$ cat config.mk
export PLATFORM = sky130hd
export DESIGN_NAME = uart_burst_gen
export DESIGN_NICKNAME = d
export VERILOG_FILES = /design/src/rtl/uart_burst_gen.sv
export SDC_FILE = /design/constraint.sdc
export NUM_CORES = 1
export LEC_CHECK = 0
export CAP_MARGIN = 20
export CORE_UTILIZATION = 25
export DETAILED_ROUTE_END_ITERATION = 12
export GPL_TIMING_DRIVEN = 1
export PLACE_DENSITY = 0.4
export SETUP_SLACK_MARGIN = 0.5
export SYNTH_ARGS = -nofsm -noshare
export SYNTH_HDL_FRONTEND = slang
export SYNTH_SLANG_ARGS = --single-unit
$ cat constraint.sdc
create_clock -name clk -period 6.8 [get_ports clk]
set_input_delay 1.02 -clock clk [delete_from_list [all_inputs] [get_ports clk]]
set_output_delay 1.02 -clock clk [all_outputs]
set_load 0.005 [all_outputs]
$ cat src/rtl/uart_burst_gen.sv
// uart_burst_gen: triggered burst of stored bytes, optionally CR/LF terminated, paced by UART TX busy.
module uart_burst_gen #(
  parameter int PERIOD = 50_000_000,
  parameter int LEN_W = 8,
  parameter int TERM_MODE = 2
) (
  input  logic             clk,
  input  logic             rst,
  input  logic             mode,
  input  logic             start,
  input  logic [LEN_W-1:0] burst_len,
  output logic [LEN_W-1:0] rd_addr,
  input  logic [7:0]       rd_data,
  input  logic             tx_busy,
  output logic [7:0]       write_data,
  output logic             write_en,
  output logic             busy,
  output logic             done,
  output logic             drop
);
  localparam int CW = $clog2(PERIOD);
  localparam logic [LEN_W:0] NTAIL = (LEN_W+1)'(TERM_MODE == 2 ? 2 : TERM_MODE == 1 ? 1 : 0);
  typedef enum logic [1:0] {IDLE, FETCH, SEND, WAIT} state_t;
  state_t state, state_n;
  logic [CW-1:0] cnt;
  logic [LEN_W:0] idx, total, total_in, tail;
  logic [LEN_W-1:0] len_q;
  logic tx_busy_d, tick, trig, fall, last, accept;
  assign tick = cnt == CW'(PERIOD - 1);
  assign trig = mode ? start : tick;
  assign total_in = {1'b0, burst_len} + NTAIL;
  assign accept = state == IDLE && trig && total_in != '0;
  assign fall = tx_busy_d & ~tx_busy;
  assign last = idx == total - (LEN_W+1)'(1);
  assign tail = idx - {1'b0, len_q};
  assign rd_addr = idx[LEN_W-1:0];
  assign busy = state != IDLE;
  always_comb begin
    state_n = state;
    case (state)
      IDLE:  state_n = accept ? FETCH : IDLE;
      FETCH: state_n = SEND;
      SEND:  state_n = WAIT;
      WAIT:  state_n = fall ? (last ? IDLE : FETCH) : WAIT;
    endcase
  end
  always_ff @(posedge clk or posedge rst)
    if (rst) state <= IDLE;
    else state <= state_n;
  always_ff @(posedge clk or posedge rst)
    if (rst) begin
      cnt <= '0;
      idx <= '0;
      total <= '0;
      len_q <= '0;
      tx_busy_d <= 1'b0;
      write_data <= '0;
      write_en <= 1'b0;
      done <= 1'b0;
      drop <= 1'b0;
    end else begin
      cnt <= tick ? '0 : cnt + CW'(1);
      tx_busy_d <= tx_busy;
      write_en <= state == SEND;
      done <= state == WAIT && fall && last;
      drop <= trig && state != IDLE;
      if (accept) begin
        idx <= '0;
        total <= total_in;
        len_q <= burst_len;
      end
      if (state == WAIT && fall && !last) idx <= idx + (LEN_W+1)'(1);
      // past the payload, idx selects the terminator byte and rd_data is ignored
      if (state == SEND)
        write_data <= idx < {1'b0, len_q} ? rd_data : (TERM_MODE == 2 && tail == '0 ? 8'h0D : 8'h0A);
    end
endmodule

==> summary.md, run 1 <==
| Metric | Value |
|---|---|
| Status | finished, final reports clean |
| Cell Chain, Critical Path | clkdlybuf4s50_1 > and3_1 > and3_1 > and3b_1 > o211a_1 > a211oi_4 > buf_4 > a21oi_2 > a211o_1 |
| XOR/XNOR Fraction of Synth Area | 10.7% |
| Seq/Total Area, Yosys | 46.3% |
| Most frequent cell after synthesis | dfrtp_1 |
| Routed WL per cell | 14.6 um |
| Simple logic cell fraction of the synthesized area | 20.7% |
| F_max | 306 MHz |
| Top post-synthesis cells by count | dfrtp_1 (65), nor2_1 (40), xnor2_1 (27) |
| Top sig layer | met4 |
| Mapped Area | 3510 sq um |
| Mean post-synth cell area | 9.95 sq um |
| Setup TNS Final | 0 ns |
| Final setup violation count | 0 |
| Core ar. | 13500 sq um |
| Hold_buf cts | 0 |
| TritonCTS Sinks | 65 |
| DRC violations left | 0 |
| FF+latch count, synth | 65 |
| CP peak stage delay | 0.52 ns |
| Crit path time final | 3.27 ns |
| Final Max Tran Viols | 0 |
| Worst setup SP type | primary input |
| Initial Util | 26.1% |
| Gr usage total | 12.8% |
| Footprint of the multi-input gates | 1720 sq um |
| Drt total wl | 8.33 mm |
| Async SR Flop Fraction | 100% |
| Post-DP HPWL | 5.93 mm |
| Row cnt | 42 |
| Worst hold-check path type | flop to flop |
| Die Height | 121 um |
| CP Launch Point | burst_len[5] |
| Post-synth top area share | 46.3% |
| PD cells | 322 nW/um^2 |
| Crit-path leading delay family | compound AO/OA/AOI/OAI gates |
| Clk root buf | clkbuf_16 |
| ANT cells | 0 |
| PnR Total Power | 1.41 mW |
| CTS H-tree depth | 3 |
| Dpl cell area | 4060 sq um |
| Crit path kind | primary input to flop |
| Compound-gate portion of the synthesized area | 11.4% |
| DR WL met2 | 3.55 mm |
| # IOs | 41 |
| Post-synth top area cell | dfrtp_1 |
| Initial antenna violation count | 0 |
| CTS Buf Count | 9 |
| Crit path max fanout | 31 |
| Synth area leaders | dfrtp_1 (46%), xnor2_1 (6.7%), ha_1 (4.3%), nor2_1 (4.3%), xor2_1 (4.0%) |
| Worst slew margin | 41.2% |
| Reg area | 1630 sq um |
| CTS clk-pin slew, worst paths | 0.05 ns |
| Worst EP required | 7.01 ns |
| Gr ovfl total | 0 |
| Drt via density | 4.67 |
| Final #Nets | 426 |
| Post-CTS Setup Repair Bufs | 0 |
| Number of flops mapped to enable cells by yosys | 0 |
| Met3 routed WL | 335 um |
| Post-Syn Nets | 386 |
| Critical path's slowest cell | clkdlybuf4s50_1 |
| Syn-to-layout area delta | 24.7% |
| Final Hold Violating Endpoints | 0 |
| Worst Path Arrival | 3.48 ns |
| Main combinational cell family by area after synthesis | simple AND/OR/NAND/NOR gates |
| Post-Synth Adder-Cell Area | 4.28% |
| Clk_lat worst skew | 0.33 ns |
| Post_cts resized | 0 |
| Metal-1 WL | 4.26 mm |
| Final RePlAce weighted congestion | 0.697 |
| CTS tree | built |
| RSZ-0062 raised after global routing | no |
| Final period util | 48.1% |
| # port buffers | 40 |
| Vias in the first global route | 2706 |
| Design area | 4380 sq um |
| Most used cell, CP | and3_1 |
| Layout cells sized above 1 | 5.81% |
| Clock tree buffer depth | 2 |
| Max VDD drop | 0.000115 V |
| TritonRoute pass-1 iters | 4 |
| Post-Syn Instances | 353 |
| First-pass GRT wire length | 14.1 mm |
| Largest net degree at the start of global routing | 66 |
| Post-synthesis mux area share | 1.89% |
| Max Cap Viol | 0 |
| Total number of vias | 2672 |
| Initial DRC count | 136 |
| Pleak | 1.89 nW |
| Yosys warns | 0 |
| Die area | 14500 sq um |
| Critical Path Sink Type | flop |
| Tightest Pin Transition | 0.878 ns |
| RR Startpoint | len_q[0] |
| Unique cell type count in the Yosys netlist | 56 |
| Buf/Inv on CP | 2 |
| Setup Skew | 0.00403 ns |
| Die outline width | 121 um |
| Fillers | 1419 |
| Ys flop type | dfrtp_1 |
| Min-delay src | cnt[4] |
| Antenna Nets Post-Route | 0 |
==> power by group <==
group	switching, mW	leakage, nW	internal (mW)
Combinational	0.177	0.906	0.204
Sequential	0.0752	0.823	0.459
Clock	0.161	0.157	0.336
Total	0.413	1.89	0.999
==> cells in the final DEF (no fill, tap or decap), types with 3 or more instances in the layout <==
master           count
nor2_1              40
xnor2_1             27
buf_4                4
nor3_1              11
nand3_1             16
a211o_1              3
o21ai_1              6
nor4_1               3
nand2_1             21
dfrtp_1             65
xor2_1              16
a22o_1               4
a21oi_1              8
nor3b_1              3
nand4_1             11
o21ai_0              8
ha_1                12
clkbuf_16            9
mux2i_1              3
clkdlybuf4s50_1     40
a221o_1              3
o2bb2ai_1            3
inv_1               16
nor2b_1              6
and3_1              10
nand2b_1             5
==> metrics by stage <==
step                worst slack (ns)  cells  hold WS (ns)  util, %
detailed placement              3.17    558         0.472     30.2
finish                          3.53    572         0.477     32.6
global route                    3.36    572         0.497     32.6
floorplan                       4.08    353         0.439        -
CTS                             3.51    572         0.483     32.6
global placement                3.21    558         0.466     30.2
==> sequential cells by signal, indices dropped and copies added, names as in the netlist <==
signal,flops
idx,9
tx_busy_d,1
done,1
write_en,1
cnt,26
write_data,8
len_q,8
state,2
drop,1
total,8
==> final timing paths <==
path	depth (start not counted)	to	slack, ns
setup reg to reg	9	idx[2]	3.93
max in group asynchronous	3	total[5]	4.98
setup / recovery	9	idx[6]	3.53
min in group asynchronous	3	write_data[7]	1.28
hold / removal	1	cnt[4]	0.48
hold reg to reg	1	cnt[4]	0.48
==> cell families (layout without fill, tap and decap cells) <==
| family | after synthesis | count (layout) |
|---|---|---|
| buf+inv | 32 | 75 |
| compound gates | 55 | 55 |
| xor+xnor | 43 | 43 |
| mux | 6 | 6 |
| flops | 65 | 65 |
| fa+ha+maj | 12 | 12 |
| simple gates | 140 | 140 |
==> cell type report <==
cell class,instances,area share [%]
multi-input combinational,256,39.3
inverter,17,1.46
clock buffer,11,5.77
clock inverter,3,1.49
tap,176,5.03
sequential,65,37.1
timing repair buffer,44,9.83
==> per-layer routing <==
layer	vias up	global-route usage (%)
li1	1324	-
met1	1283	17.4
met2	50	19.2
met3	15	2.36
met4	0	6.71
met5	-	0
No activity file was read; power rests on OpenSTA's default activity.
==> run 2: changes to the inputs <==
==> constraint.sdc (replaced) <==
create_clock -name clk -period 3.2 [get_ports clk]
set_input_delay 0.48 -clock clk [delete_from_list [all_inputs] [get_ports clk]]
set_output_delay 0.48 -clock clk [all_outputs]
set_load 0.005 [all_outputs]
==> run 2 against run 1 <==
Compared with the run above:
- combinational power grew 110%
- global-route usage is essentially flat
- via count shrank 0.90%
- sequential share of layout area shrank 0.39 points
- sequential power grew 110%
- highest routed layer unchanged
- total power grew 100%
- count of clock-buffer cells in the layout grew 1
- critical path type is now flop to flop
- design area grew 1.1%
- non-clock buffer count grew 8
- worst hold slack lost 0.016 ns
- final cell count grew 1.7%
==> summary.md, run 2 (synthesized netlist as in run 1, its figures left out) <==
| Metric | Value |
|---|---|
| Final setup violation count | 0 (unchanged) |
| Post-CTS Setup Repair Bufs | 0 (unchanged) |
| Setup TNS Final | 0 ns (unchanged) |
| Post-route setup slack | 0.671 ns (was 3.53 ns) |
| CTS tree | built (unchanged) |
| # port buffers | 40 (unchanged) |
| Row cnt | 42 (unchanged) |
| Drt via density | 4.55 (was 4.67) |
| Post_cts resized | 0 (unchanged) |
| Crit path time final | 2.53 ns |
| Crit path max fanout | 31 (unchanged) |
| Core ar. | 13500 sq um (unchanged) |
| Worst Path Arrival | 2.73 ns (was 3.48 ns) |
| Switching Share | 31.0% (was 29.3%) |
| Clk_lat worst skew | 0.33 ns (about the same) |
| Syn-to-layout area delta | 26.0% (was 24.7%) |
| Layout cells sized above 1 | 7.88% (was 5.81%) |
| ANT cells | 0 (unchanged) |
| Worst setup SP type | flop (was primary input) |
| Pre-CTS setup slack | 0.342 ns (was 3.17 ns) |
| CTS H-tree depth | 3 (unchanged) |
| Die Height | 121 um (unchanged) |
| Initial antenna violation count | 0 (unchanged) |
| Fillers | 1417 (was 1419) |
| Gate power share | 28.5% (was 27.0%) |
| Largest registers | cnt: 26 flops, idx: 9 flops (unchanged) |
| DRC violations left | 0 (unchanged) |
| Final period util | 79.0% |
| Crit path kind | flop to flop (was primary input to flop) |
| Reg2Reg Depth | 8 (was 9) |
| PD cells | 649 nW/um^2 (was 322 nW/um^2) |
| Internal Pwr Total | 1.98 mW (was 0.999 mW) |
| Setup Skew | 0.00615 ns (was 0.00403 ns) |
| Clk root buf | clkbuf_16 (unchanged) |
| Worst slew margin | 66.8% (was 41.2%) |
| Clock tree buffer depth | 2 (unchanged) |
| Largest net degree at the start of global routing | 32 (was 66) |
| Clock power frac | 32.0% (was 35.2%) |
| Gr ovfl total | 0 (unchanged) |
| Critical Path Sink Type | flop (unchanged) |
| Max Cap Viol | 0 (unchanged) |
| Most common cell after layout, fill and taps aside | dfrtp_1 (unchanged) |
| Max FFs per register | 26 (unchanged) |
| Dpl cell area | 4140 sq um (was 4060 sq um) |
| Die area | 14500 sq um (unchanged) |
| F_max | 395 MHz |
| Final hold slack | 0.461 ns (was 0.477 ns) |
| Final Max Tran Viols | 0 (unchanged) |
| # IOs | 41 (unchanged) |
| Sequential power share | 39.6% (was 37.8%) |
| Design area | 4430 sq um (was 4380 sq um) |
| Max VDD drop | 0.000258 V (was 0.000115 V) |
| Tightest Pin Transition | 0.485 ns (was 0.878 ns) |
| Hold_buf cts | 0 (unchanged) |
| Final Hold Violating Endpoints | 0 (unchanged) |
| Post-DP HPWL | 6.16 mm (was 5.93 mm) |
| TritonCTS Sinks | 65 (unchanged) |
| Worst EP required | 3.40 ns (was 7.01 ns) |
| CTS Buf Count | 9 (unchanged) |
| Final RePlAce weighted congestion | 0.754 (was 0.697) |
| Total number of vias | 2648 (was 2672) |
| Routed WL per cell | 14.5 um (was 14.6 um) |
| Die outline width | 121 um (unchanged) |
| First-pass GRT wire length | 14.2 mm (was 14.1 mm) |
| RSZ-0062 raised after global routing | no (unchanged) |
| Vias in the first global route | 2671 (was 2706) |
| Largest Register | cnt (unchanged) |
| Switching power | 0.891 mW (was 0.413 mW) |
| Drt total wl | 8.44 mm (was 8.33 mm) |
| Antenna Nets Post-Route | 0 (unchanged) |
| Final #Nets | 434 (was 426) |
| CTS clk-pin slew, worst paths | 0.06 ns (was 0.05 ns) |
| Worst hold-check path type | primary input to asynchronous set/reset pin (was flop to flop) |
| Commonest non-fill, non-tap cells in the layout | dfrtp_1 (65), nor2_1 (40), clkdlybuf4s50_1 (40) (unchanged) |
| Gr usage total | 12.8% (about the same) |
| Initial DRC count | 145 (was 136) |
| Status | finished, final reports clean (unchanged) |
| PnR Total Power | 2.87 mW (was 1.41 mW) |
| Pleak | 1.90 nW (was 1.89 nW) |
| TritonRoute pass-1 iters | 4 (unchanged) |
| Initial Util | 26.1% (unchanged) |
[run 2: cell types whose count changed in the layout (fill, tap and decap cells not counted), sizes merged]
cell	change
buf	+8
bufinv	-2
clkbuf	+1
clkinvlp	+3
[run 2: final cells by class]
| cell class | instances | area (sq um) | share of cell area (%) |
|---|---|---|---|
| clock buffers | 12 | 256 | 5.79 |
| clock inverters | 4 | 27.5 | 0.622 |
| inverters | 17 | 63.8 | 1.44 |
| multi-input cells | 256 | 1730 | 39.1 |
| flip-flops and latches | 65 | 1630 | 36.7 |
| well taps | 176 | 220 | 4.97 |
| repair buffers | 52 | 503 | 11.4 |
[run 2: critical path, stage by stage (launching register included)]
cell and delay, ns:
dfrtp_1 0.41, nor4_1 0.39, nand4_1 0.21, nor4_4 0.39, mux2i_2 0.18, a211oi_4 0.22
buf_12 0.22, a21oi_4 0.08, a211o_1 0.30
[run 2: power groups by stage]
stage / Sequential (mW) / Clock, mW / Combinational (mW)
after floorplan: 1.10 / 0 / 0.555
after global placement: 1.15 / 0 / 0.818
after detailed placement: 1.16 / 0 / 0.823
after CTS: 1.14 / 0.958 / 0.830
after global routing: 1.17 / 0.994 / 0.922
final: 1.14 / 0.919 / 0.818
[run 2: worst paths after layout]
path	from	to	slack (ns)
max	cnt[10]	idx[5]	0.67
min	rst	write_data[6]	0.46
max reg2reg	cnt[10]	idx[5]	0.67
min reg2reg	cnt[4]	cnt[4]	0.47
max in group asynchronous	rst	total[4]	1.99
min in group clk	cnt[4]	cnt[4]	0.47
[run 2: layer usage]
layer	routed length (um)	up-vias	global-route usage, %
met5	0	-	0
met4	61	0	5.32
met3	383	2	2.74
met2	3570	53	18.6
met1	4420	1250	18.1
li1	-	1343	-
[run 2: through the flow]
stage / std cells / util (%)
6_report: 582 / 32.9
5_1_grt: 582 / 32.9
4_1_cts: 582 / 32.8
3_5_place_dp: 566 / 30.7
3_3_place_gp: 566 / 30.7
2_1_floorplan: 353 / -
==> run 3: changes to the inputs <==
==> constraint.sdc (replaced) <==
create_clock -name clk -period 2.5 [get_ports clk]
set_input_delay 0.375 -clock clk [delete_from_list [all_inputs] [get_ports clk]]
set_output_delay 0.375 -clock clk [all_outputs]
set_load 0.005 [all_outputs]
==> run 3 against run 2 <==
Compared with the run above:
- total power up 41%
- count of clock-buffer cells in the layout is 1 lower
- sequential share of layout area is 4.2 points lower
- final cell count grew 6.9%
- sequential power grew 27%
- critical endpoint is now total[4]
- largest power group is now combinational logic
==> summary.md, run 3 (synthesized netlist as in run 1, its figures left out) <==
| Metric | Value |
|---|---|
| Worst setup SP type | primary input (was flop) |
| Layout cells sized above 1 | 24.7% (was 7.88%) |
| F_max | 448 MHz |
| Largest Register | cnt (unchanged) |
| Routed WL per cell | 14.5 um (about the same) |
| Drt total wl | 9.00 mm (was 8.44 mm) |
| Reg-to-Reg End | write_data[0] (was idx[5]) |
| GRT met3 Usage | 3.07% (was 2.74%) |
| Crit path max fanout | 9 (was 31) |
| # port buffers | 40 (unchanged) |
| Gr usage total | 13.5% (was 12.8%) |
| Max VDD drop | 0.000372 V (was 0.000258 V) |
| # IOs | 41 (unchanged) |
| Critical Path Sink Type | flop (unchanged) |
| ANT cells | 0 (unchanged) |
| Final hold slack | 0.410 ns (was 0.461 ns) |
| Largest net degree at the start of global routing | 48 (was 32) |
| Gr ovfl total | 0 (unchanged) |
| Hold_buf cts | 0 (unchanged) |
| Largest registers | cnt: 26 flops, idx: 9 flops (unchanged) |
| Crit path kind | primary input to flop (was flop to flop) |
| Max Cap Viol | 0 (unchanged) |
| Final Hold Violating Endpoints | 0 (unchanged) |
| Status | finished, final reports clean (unchanged) |
| Final #Nets | 474 (was 434) |
| Reg2Reg Depth | 10 (was 8) |
| PD cells | 810 nW/um^2 (was 649 nW/um^2) |
| Die Height | 121 um (unchanged) |
| Setup TNS Final | 0 ns (unchanged) |
| Worst slew margin | 69.3% (was 66.8%) |
| Pleak | 2.16 nW (was 1.90 nW) |
| Vias in the first global route | 2861 (was 2671) |
| Worst Path Arrival | 2.49 ns (was 2.73 ns) |
| Die area | 14500 sq um (unchanged) |
| Final RePlAce weighted congestion | 0.757 (was 0.754) |
| Routing usage on met1 | 19.2% (was 18.1%) |
| CTS clk-pin slew, worst paths | 0.06 ns (about the same) |
| Clock tree buffer depth | 2 (unchanged) |
| RSZ-0062 raised after global routing | yes (was no) |
| Clk root buf | clkbuf_16 (unchanged) |
| Post-DP HPWL | 6.51 mm (was 6.16 mm) |
| Most common cell after layout, fill and taps aside | dfrtp_1 (unchanged) |
| Core ar. | 13500 sq um (unchanged) |
| Syn-to-layout area delta | 43.0% (was 26.0%) |
| Initial antenna violation count | 0 (unchanged) |
| CTS H-tree depth | 3 (unchanged) |
| Initial DRC count | 110 (was 145) |
| Clk_lat worst skew | 0.33 ns (about the same) |
| Total number of vias | 2854 (was 2648) |
| First-pass GRT wire length | 15.0 mm (was 14.2 mm) |
| Antenna Nets Post-Route | 0 (unchanged) |
| Worst EP required | 2.75 ns (was 3.40 ns) |
| Pre-CTS setup slack | -0.0790 ns (was 0.342 ns) |
| Final setup violation count | 0 (unchanged) |
| Final period util | 89.4% |
| Crit path time final | 2.23 ns |
| Setup Skew | 0.00787 ns (was 0.00615 ns) |
| Final Max Tran Viols | 0 (unchanged) |
| Drt via density | 4.59 (was 4.55) |
| Row cnt | 42 (unchanged) |
| Commonest non-fill, non-tap cells in the layout | dfrtp_1 (60), clkdlybuf4s50_1 (40), buf_4 (39) (was dfrtp_1 (65), nor2_1 (40), clkdlybuf4s50_1 (40)) |
| Worst R2R Setup Slack | 0.27 ns (was 0.67 ns) |
| TritonCTS Sinks | 65 (unchanged) |
| CTS tree | built (unchanged) |
| Initial Util | 26.1% (unchanged) |
| Met2 usage | 19.9% (was 18.6%) |
| RR Startpoint | len_q[1] (was cnt[10]) |
| Die outline width | 121 um (unchanged) |
| PnR Total Power | 4.07 mW (was 2.87 mW) |
| GR peak layer | met2 (unchanged) |
| Worst hold-check path type | primary input to asynchronous set/reset pin (unchanged) |
| Post-route setup slack | 0.266 ns (was 0.671 ns) |
| Fillers | 1406 (was 1417) |
| DRC violations left | 0 (unchanged) |
| Max FFs per register | 26 (unchanged) |
| Tightest Pin Transition | 0.460 ns (was 0.485 ns) |
| CTS Buf Count | 9 (unchanged) |
| TritonRoute pass-1 iters | 4 (unchanged) |
run 3: worst max-delay path by stage:
stage	start	endpoint	slack [ns]	cells after the start
2_1_floorplan	cnt[12]	total[2]	0.28	7
3_3_place_gp	burst_len[5]	idx[5]	-0.04	9
3_5_place_dp	burst_len[5]	idx[5]	-0.08	9
4_1_cts	len_q[0]	idx[5]	0.23	11
5_1_grt	cnt[9]	total[4]	0.09	10
6_report	burst_len[5]	total[4]	0.27	10
run 3: worst max-delay path: stages:
cell             delay (ns)
clkdlybuf4s50_1        0.45
and3_1                 0.21
and3_1                 0.21
and3b_1                0.17
o211a_1                0.25
a211oi_4               0.27
buf_12                 0.17
bufbuf_16              0.25
nor2_1                 0.04
a21oi_2                0.08
run 3: final cells by class:
class / count / area, sq um / share of cell area, %
clock buffers: 11 / 233 / 4.63
multi-input cells: 256 / 1940 / 38.7
clock inverters: 5 / 32.5 / 0.648
inverters: 17 / 67.6 / 1.35
well taps: 176 / 220 / 4.38
repair buffers: 92 / 895 / 17.8
flip-flops and latches: 65 / 1630 / 32.5
run 3: through the flow:
| step | util [%] | area (sq um) | cells |
|---|---|---|---|
| after floorplan | - | 3570 | 353 |
| after global placement | 32.5 | 4370 | 587 |
| after detailed placement | 32.5 | 4370 | 587 |
| after CTS | 36.1 | 4860 | 615 |
| after global routing | 37.3 | 5020 | 622 |
| final | 37.3 | 5020 | 622 |
run 3: power breakdown:
group / internal, mW / switching, mW
Clock: 0.667 / 0.444
Combinational: 0.836 / 0.668
Sequential: 1.25 / 0.198
run 3: layer usage:
metal  share of wire, %  wire length [um]
met3                3.4               304
met1                 52              4720
met5                  0                 0
met2                 43              3900
met4               0.93                84
run 3: repair_timing:
item | CTS | global route
pin swaps | 8 | 11
gates cloned | 1 | 0
setup endpoints to repair | 35 | 39
buffers inserted | 11 | 7
gates resized for setup | 26 | 24
